### config.mk
export PLATFORM = sky130hd
export DESIGN_NAME = load_store_unit_flat
export DESIGN_NICKNAME = d
export VERILOG_FILES = /design/src/rtl/lsu_pkg.sv /design/src/rtl/lsu_if.sv /design/src/rtl/lsu_lane_align.sv /design/src/rtl/load_store_unit.sv /design/src/flat_wrapper.sv
export SDC_FILE = /design/constraint.sdc
export NUM_CORES = 1
export LEC_CHECK = 0
export CAP_MARGIN = 20
export CORE_MARGIN = 1
export CORE_UTILIZATION = 35
export DETAILED_ROUTE_END_ITERATION = 7
export MAX_ROUTING_LAYER = met4
export PLACE_DENSITY_LB_ADDON = 0.08
export SYNTH_ARGS = -nofsm -noshare
export SYNTH_HDL_FRONTEND = slang
export SYNTH_SLANG_ARGS = --single-unit
### constraint.sdc
create_clock -name clk -period 3.15 [get_ports clk]
set_clock_uncertainty 0.2 [all_clocks]
set_input_delay 0.945 -clock clk [delete_from_list [all_inputs] [get_ports clk]]
set_output_delay 0.945 -clock clk [all_outputs]
set_load 0.05 [all_outputs]
### src/rtl/lsu_pkg.sv
// Shared encodings for the load/store unit: access sizes, FSM states, big-endian lane offsets
// and the alignment rule used to reject requests before they reach memory.
package lsu_pkg;

    localparam logic [1:0] SZ_BYTE    = 2'b00;
    localparam logic [1:0] SZ_HALF    = 2'b01;
    localparam logic [1:0] SZ_WORD    = 2'b10;
    localparam logic [1:0] SZ_ILLEGAL = 2'b11;

    // Byte k sits at bits [31-8k -: 8]; the high half is offset 0, the low half offset 2
    localparam logic [1:0] OFS_BYTE0   = 2'd0;
    localparam logic [1:0] OFS_BYTE1   = 2'd1;
    localparam logic [1:0] OFS_BYTE2   = 2'd2;
    localparam logic [1:0] OFS_BYTE3   = 2'd3;
    localparam logic [1:0] OFS_HALF_HI = 2'd0;
    localparam logic [1:0] OFS_HALF_LO = 2'd2;

    typedef enum logic [1:0] {
        ST_IDLE,
        ST_LOAD_WAIT,
        ST_RMW_WAIT
    } lsu_state_t;

    function automatic logic isMisaligned(input logic [1:0] size, input logic [1:0] offset);
        logic bad;
        case (size)
            SZ_BYTE: bad = 1'b0;
            SZ_HALF: bad = offset[0];
            SZ_WORD: bad = (offset != OFS_BYTE0);
            default: bad = 1'b1;
        endcase
        return bad;
    endfunction

endpackage

### src/rtl/lsu_if.sv
// Bundle of the pipeline request/response signals and the data-memory port seen by the LSU.
// The slave modport is the LSU's view; master is the pipeline/memory environment's view.
interface lsu_if #(parameter int ADDR_WIDTH = 32);

    logic                  req_valid;
    logic                  req_write;
    logic [1:0]            req_size;
    logic                  req_signed;
    logic [ADDR_WIDTH-1:0] req_addr;
    logic [31:0]           req_wdata;
    logic                  busy;
    logic                  resp_valid;
    logic [31:0]           resp_rdata;
    logic                  misalign;
    logic [ADDR_WIDTH-1:0] mem_addr;
    logic [31:0]           mem_wdata;
    logic                  mem_write;
    logic                  mem_read;
    logic [31:0]           mem_rdata;

    modport slave (
        input  req_valid, req_write, req_size, req_signed, req_addr, req_wdata, mem_rdata,
        output busy, resp_valid, resp_rdata, misalign, mem_addr, mem_wdata, mem_write, mem_read
    );

    modport master (
        output req_valid, req_write, req_size, req_signed, req_addr, req_wdata, mem_rdata,
        input  busy, resp_valid, resp_rdata, misalign, mem_addr, mem_wdata, mem_write, mem_read
    );

endinterface

### src/rtl/lsu_lane_align.sv
// Combinational big-endian lane steering: pulls a byte/half out of a memory word (with
// optional sign extension) and splices store data into a memory word.
module lsu_lane_align
    import lsu_pkg::*;
(
    input  logic [31:0] i_word,
    input  logic [31:0] i_wdata,
    input  logic [1:0]  i_offset,
    input  logic [1:0]  i_size,
    input  logic        i_signed,
    output logic [31:0] o_extract,
    output logic [31:0] o_merge
);

    logic [7:0]  w_byte;
    logic [15:0] w_half;

    always_comb begin
        w_byte = i_word[31:24];
        case (i_offset)
            OFS_BYTE1: w_byte = i_word[23:16];
            OFS_BYTE2: w_byte = i_word[15:8];
            OFS_BYTE3: w_byte = i_word[7:0];
            default:   w_byte = i_word[31:24];
        endcase
        w_half = (i_offset == OFS_HALF_LO) ? i_word[15:0] : i_word[31:16];

        o_extract = i_word;
        case (i_size)
            SZ_BYTE: o_extract = {{24{i_signed & w_byte[7]}}, w_byte};
            SZ_HALF: o_extract = {{16{i_signed & w_half[15]}}, w_half};
            default: o_extract = i_word;
        endcase

        o_merge = i_wdata;
        case (i_size)
            SZ_BYTE: begin
                o_merge = i_word;
                case (i_offset)
                    OFS_BYTE1: o_merge[23:16] = i_wdata[7:0];
                    OFS_BYTE2: o_merge[15:8]  = i_wdata[7:0];
                    OFS_BYTE3: o_merge[7:0]   = i_wdata[7:0];
                    default:   o_merge[31:24] = i_wdata[7:0];
                endcase
            end
            SZ_HALF: begin
                o_merge = i_word;
                if (i_offset == OFS_HALF_LO) o_merge[15:0] = i_wdata[15:0];
                else                         o_merge[31:16] = i_wdata[15:0];
            end
            default: o_merge = i_wdata;
        endcase
    end

endmodule

### src/rtl/load_store_unit.sv
// MEM-stage load/store unit: word stores go straight out, loads and sub-word stores take one
// extra cycle through the synchronous-read memory, and misaligned requests are rejected.
module load_store_unit
    import lsu_pkg::*;
#(
    parameter int ADDR_WIDTH = 32
)
(
    input  logic  clk,
    input  logic  rst,
    lsu_if.slave  bus
);

    lsu_state_t            r_state;
    lsu_state_t            w_nextState;
    logic [1:0]            r_size;
    logic                  r_signed;
    logic [ADDR_WIDTH-1:0] r_addr;
    logic [31:0]           r_wdata;
    logic                  r_respValid;
    logic [31:0]           r_respRdata;
    logic                  r_misalign;

    logic                  w_accept;
    logic                  w_misalignReq;
    logic                  w_start;
    logic                  w_memRead;
    logic                  w_memWrite;
    logic [ADDR_WIDTH-1:0] w_memAddr;
    logic [31:0]           w_memWdata;
    logic [31:0]           w_extract;
    logic [31:0]           w_merge;

    assign w_accept      = (r_state == ST_IDLE) && bus.req_valid && !rst;
    assign w_misalignReq = isMisaligned(bus.req_size, bus.req_addr[1:0]);
    assign w_start       = w_accept && !w_misalignReq;

    // mem_rdata carries the word read last cycle, so the latched request selects its lane
    lsu_lane_align u_laneAlign (
        .i_word    (bus.mem_rdata),
        .i_wdata   (r_wdata),
        .i_offset  (r_addr[1:0]),
        .i_size    (r_size),
        .i_signed  (r_signed),
        .o_extract (w_extract),
        .o_merge   (w_merge)
    );

    always_comb begin
        w_nextState = r_state;
        w_memRead   = 1'b0;
        w_memWrite  = 1'b0;
        w_memWdata  = bus.req_wdata;
        w_memAddr   = {bus.req_addr[ADDR_WIDTH-1:2], 2'b00};
        case (r_state)
            ST_IDLE: begin
                if (w_start) begin
                    if (bus.req_write && bus.req_size == SZ_WORD) begin
                        w_memWrite = 1'b1;
                    end else begin
                        w_memRead   = 1'b1;
                        w_nextState = bus.req_write ? ST_RMW_WAIT : ST_LOAD_WAIT;
                    end
                end
            end
            ST_LOAD_WAIT: begin
                w_memAddr   = {r_addr[ADDR_WIDTH-1:2], 2'b00};
                w_nextState = ST_IDLE;
            end
            ST_RMW_WAIT: begin
                w_memAddr   = {r_addr[ADDR_WIDTH-1:2], 2'b00};
                w_memWdata  = w_merge;
                w_memWrite  = 1'b1;
                w_nextState = ST_IDLE;
            end
            default: w_nextState = ST_IDLE;
        endcase
    end

    always_ff @(posedge clk) begin
        if (rst) begin
            r_state     <= ST_IDLE;
            r_respValid <= 1'b0;
            r_respRdata <= '0;
            r_misalign  <= 1'b0;
            r_size      <= SZ_BYTE;
            r_signed    <= 1'b0;
            r_addr      <= '0;
            r_wdata     <= '0;
        end else begin
            r_state     <= w_nextState;
            r_respValid <= (r_state == ST_LOAD_WAIT);
            r_misalign  <= w_accept && w_misalignReq;
            if (r_state == ST_LOAD_WAIT) r_respRdata <= w_extract;
            if (w_start) begin
                r_size   <= bus.req_size;
                r_signed <= bus.req_signed;
                r_addr   <= bus.req_addr;
                r_wdata  <= bus.req_wdata;
            end
        end
    end

    // A reset landing mid-RMW must not let the merged write escape
    assign bus.mem_read   = w_memRead & ~rst;
    assign bus.mem_write  = w_memWrite & ~rst;
    assign bus.mem_addr   = w_memAddr;
    assign bus.mem_wdata  = w_memWdata;
    assign bus.busy       = (r_state != ST_IDLE);
    assign bus.resp_valid = r_respValid;
    assign bus.resp_rdata = r_respRdata;
    assign bus.misalign   = r_misalign;

endmodule

### src/flat_wrapper.sv
// flat-port wrapper written by rule: the top's interface ports become plain ports
module load_store_unit_flat import lsu_pkg::*;
#(
    parameter int ADDR_WIDTH = 32
)
  (clk, rst, bus_req_valid, bus_req_write, bus_req_size, bus_req_signed, bus_req_addr, bus_req_wdata, bus_mem_rdata, bus_busy, bus_resp_valid, bus_resp_rdata, bus_misalign, bus_mem_addr, bus_mem_wdata, bus_mem_write, bus_mem_read);
  lsu_if #(.ADDR_WIDTH(ADDR_WIDTH)) bus_i ();
  input  logic clk;
  input  logic rst;
  input wire logic [$bits(bus_i.req_valid)-1:0] bus_req_valid;
  input wire logic [$bits(bus_i.req_write)-1:0] bus_req_write;
  input wire logic [$bits(bus_i.req_size)-1:0] bus_req_size;
  input wire logic [$bits(bus_i.req_signed)-1:0] bus_req_signed;
  input wire logic [$bits(bus_i.req_addr)-1:0] bus_req_addr;
  input wire logic [$bits(bus_i.req_wdata)-1:0] bus_req_wdata;
  input wire logic [$bits(bus_i.mem_rdata)-1:0] bus_mem_rdata;
  output wire logic [$bits(bus_i.busy)-1:0] bus_busy;
  output wire logic [$bits(bus_i.resp_valid)-1:0] bus_resp_valid;
  output wire logic [$bits(bus_i.resp_rdata)-1:0] bus_resp_rdata;
  output wire logic [$bits(bus_i.misalign)-1:0] bus_misalign;
  output wire logic [$bits(bus_i.mem_addr)-1:0] bus_mem_addr;
  output wire logic [$bits(bus_i.mem_wdata)-1:0] bus_mem_wdata;
  output wire logic [$bits(bus_i.mem_write)-1:0] bus_mem_write;
  output wire logic [$bits(bus_i.mem_read)-1:0] bus_mem_read;
  assign bus_i.req_valid = bus_req_valid;
  assign bus_i.req_write = bus_req_write;
  assign bus_i.req_size = bus_req_size;
  assign bus_i.req_signed = bus_req_signed;
  assign bus_i.req_addr = bus_req_addr;
  assign bus_i.req_wdata = bus_req_wdata;
  assign bus_i.mem_rdata = bus_mem_rdata;
  assign bus_busy = bus_i.busy;
  assign bus_resp_valid = bus_i.resp_valid;
  assign bus_resp_rdata = bus_i.resp_rdata;
  assign bus_misalign = bus_i.misalign;
  assign bus_mem_addr = bus_i.mem_addr;
  assign bus_mem_wdata = bus_i.mem_wdata;
  assign bus_mem_write = bus_i.mem_write;
  assign bus_mem_read = bus_i.mem_read;
  load_store_unit #(.ADDR_WIDTH(ADDR_WIDTH)) u_core (.clk(clk), .rst(rst), .bus(bus_i));
endmodule
==> qor.yml <==
rr_startpoint: "u_core.r_size[1]$_SDFFE_PP0P_"
clkTransAtPathRegs_ns: 0.08
grt_pass1_wl_mm: 36.2
cts_tree: "done"
die_h_um: 132
nets: 1062
clock-sinks: 103
worst_slew_pin_slew_ns: 0.900
synth_top_area_share_pct: 35.1
finalCritPeriodShare_pct: 101
path_max_fanout: 9
worstSetupPathType: "reg -> out"
path_cells: "buf_4 -> xor2_2 -> a21oi_4 -> buf_12 -> mux2i_4 -> a21oi_2 -> buf_12"
row_count: 47
cp.arrival_ns: 2.03
syn_area_per_cell_sq_um: 7.95
cts_max_path_buffers: 2
ys_seq_area_share_pct: 35.1
track_usage_pct: 27.6
utilization_pct: 55.7
critPathLaunch: "u_core.r_addr[0]$_SDFFE_PP0P_"
die_w_um: 132
hold_depth: 2
route.final.wire_length_mm: 23.2
core-area_sq_um: 16500
synthTopCellsByCount: "nand2_1, a21oi_1, dfxtp_1"
maxSlewViolCount: 0
cts_buffers: 9
critPathLaunchType: "flip-flop"
period_needed_ns: 3.17
synth_ff_type: "dfxtp_1"
post_drt_wl_per_cell_um: 19.7
ioPinCount: 204
grt_max_degree: 68
slew_headroom_pct: 40.0
cts-hold-fix-buffers: 0
cts-root-buf: "clkbuf_16"
peakVddDrop_mv: 0.327
initial_core_util_pct: 35.7
grt_setup_unrepaired: "true"
cp-end-kind: "primary output"
antennaDiodeCount: 0
final-setup-viol-count: 12
slowest_delay_ns: 0.39
drive_gt1_share_pct: 29.7
fmax_mhz: 315
worstSkewPairLatency_ns: 0.36
dpl.hpwl_mm: 17.0
violations: "setup timing"
die_area_sq_um: 17300
synth_most_common_cell: "nand2_1"
cp.required_ns: 2.00
grt_pass1_vias: 6318
drtAntennaViolNets: 0
cts_max_level: 3
viasPerCell: 5.40
antenna_found_initial: 0
synth_area_leader_cell: "dfxtp_1"
ys_ff_latch: 103
ff2ff_path_depth: 4
whs_ns: 0.258
drtIter0Drc: 442
timing.rr.end: "u_core.bus.resp_rdata[31]$_SDFFE_PP0P_"
worst-r2r-setup-slack_ns: 0.78
synth.area.top_cells: "dfxtp_1, mux2_2, nand2_1"
gr-total-overflow: 0
area.growth.synth_to_final_pct: 55.9
cellPowerDensity_nw_per_um2: 447
fin_ws_ns: -0.0239
dr_total_vias: 6382
cpMostUsedCell: "buf_12"
firstDrtPassIters: 5
synth.distinct_cells: 44
syn_inst: 740
globalplace.congestion: 0.899
hold_path.class: "reg -> reg"
status: "complete, but fails checks"
slowest_stage: "dfxtp_4"
synth_area_sq_um: 5880
power.leakage_nw: 3.57
cp-endpoint: "bus_mem_wdata[6]"
drc_errors: 0
yosysWarningCount: 0
hold_viol_final: 0
synth_edf_count: 0
synthArstFlopShare_pct: 0
max_cap_violations: 0
port_buffers: 201
## state kept, by name, summed over array words and instances, names as in the netlist
name / cells
u_core.r_size: 2
u_core.r_state: 2
u_core.bus.resp_rdata: 32
u_core.bus.misalign: 1
u_core.bus.resp_valid: 1
u_core.r_wdata: 32
u_core.r_signed: 1
u_core.r_addr: 32
## worst min path at each step
stage          slack, ns                      startpoint                             end
2_1_floorplan       0.23  u_core.r_addr[10]$_SDFFE_PP0P_  u_core.r_addr[10]$_SDFFE_PP0P_
3_3_place_gp        0.24   u_core.r_addr[3]$_SDFFE_PP0P_   u_core.r_addr[3]$_SDFFE_PP0P_
3_5_place_dp        0.25   u_core.r_addr[2]$_SDFFE_PP0P_   u_core.r_addr[2]$_SDFFE_PP0P_
4_1_cts             0.26  u_core.r_addr[28]$_SDFFE_PP0P_  u_core.r_addr[28]$_SDFFE_PP0P_
5_1_grt             0.27  u_core.r_addr[30]$_SDFFE_PP0P_  u_core.r_addr[30]$_SDFFE_PP0P_
6_report            0.26  u_core.r_addr[28]$_SDFFE_PP0P_  u_core.r_addr[28]$_SDFFE_PP0P_
## critical path, delay by kind of cell (launching register included)
kind | cells | cell delay [ns]
DFF | 1 | 0.39
AOI/OAI and AO/OA | 2 | 0.33
muxes | 1 | 0.24
buffers and inverters | 3 | 0.54
xor gates and xnor gates | 1 | 0.16
## cells in the final DEF, fill, tap and decap left out, types with 8 or more instances in the layout
master,synthesis,final
a21oi_2,0,8
buf_2,16,9
buf_6,3,18
inv_1,13,13
a22o_1,8,8
mux2i_1,16,8
buf_4,3,94
dfxtp_1,103,100
o21ai_0,28,18
nor2_1,35,34
nor2b_1,12,10
buf_12,0,24
o221ai_1,15,9
a21oi_1,108,99
dlygate4sd2_1,0,12
nand2_1,166,166
clkbuf_16,0,9
mux2_2,61,58
a311oi_1,8,8
clkdlybuf4s50_1,0,105
and2_1,8,8
and3_1,8,8
o22a_1,39,39
## per-layer routing
layer | global-route usage [%] | part of all wire [%] | vias to the layer above
li1 | - | - | 3062
met4 | 9.88 | 2.6 | 0
met5 | - | 0 | -
met3 | 4.17 | 5.5 | 39
met2 | 44.7 | 48 | 226
met1 | 34.9 | 44 | 3055
## metrics by stage
step           TNS (ns)  power (mW)  area (sq um)  instances  setup slack, ns
5_1_grt           -1.49        4.26          9170       1181           -0.126
2_1_floorplan         0        2.31          5940        741           0.0301
3_3_place_gp      -9.53        2.91          8530       1159           -0.446
3_5_place_dp     -10.09        2.92          8530       1159           -0.483
6_report         -0.205        4.10          9170       1181          -0.0239
4_1_cts          -0.111        4.10          9050       1180          -0.0556
## logic make-up after synthesis
kind of cell | synth area share (%)
other | 0.0638
DFF | 35.1
muxes | 14.8
xor gates and xnor gates | 0.149
AOI/OAI and AO/OA | 26.3
adders and majority gates | 0.638
and+or+nand+nor | 17.0
buffers and inverters | 6.08
## power breakdown
part           internal [mW]  total, mW  switching [mW]
Sequential              1.37       1.43          0.0592
Clock                  0.572       1.14           0.566
Combinational          0.638       1.53           0.893
Total                   2.58       4.10            1.52
## timing repair
action / in CTS / in global routing
pin swaps: 20 / 12
gates resized for setup: 118 / 37
setup buffers: 4 / 1
endpoints found under the hold margin: 0 / 0
endpoints found under the setup margin: 34 / 32
gates cloned: 1 / 0
## layout make-up
cell class,instances,area [sq um]
clock buffer,10,239
clock inverter,6,50.0
fill,1549,7290
inverter,13,48.8
multi-input combinational,557,3770
sequential,103,2070
tap,220,275
timing repair buffer,272,2720
No activity file was read; power rests on OpenSTA's default activity.
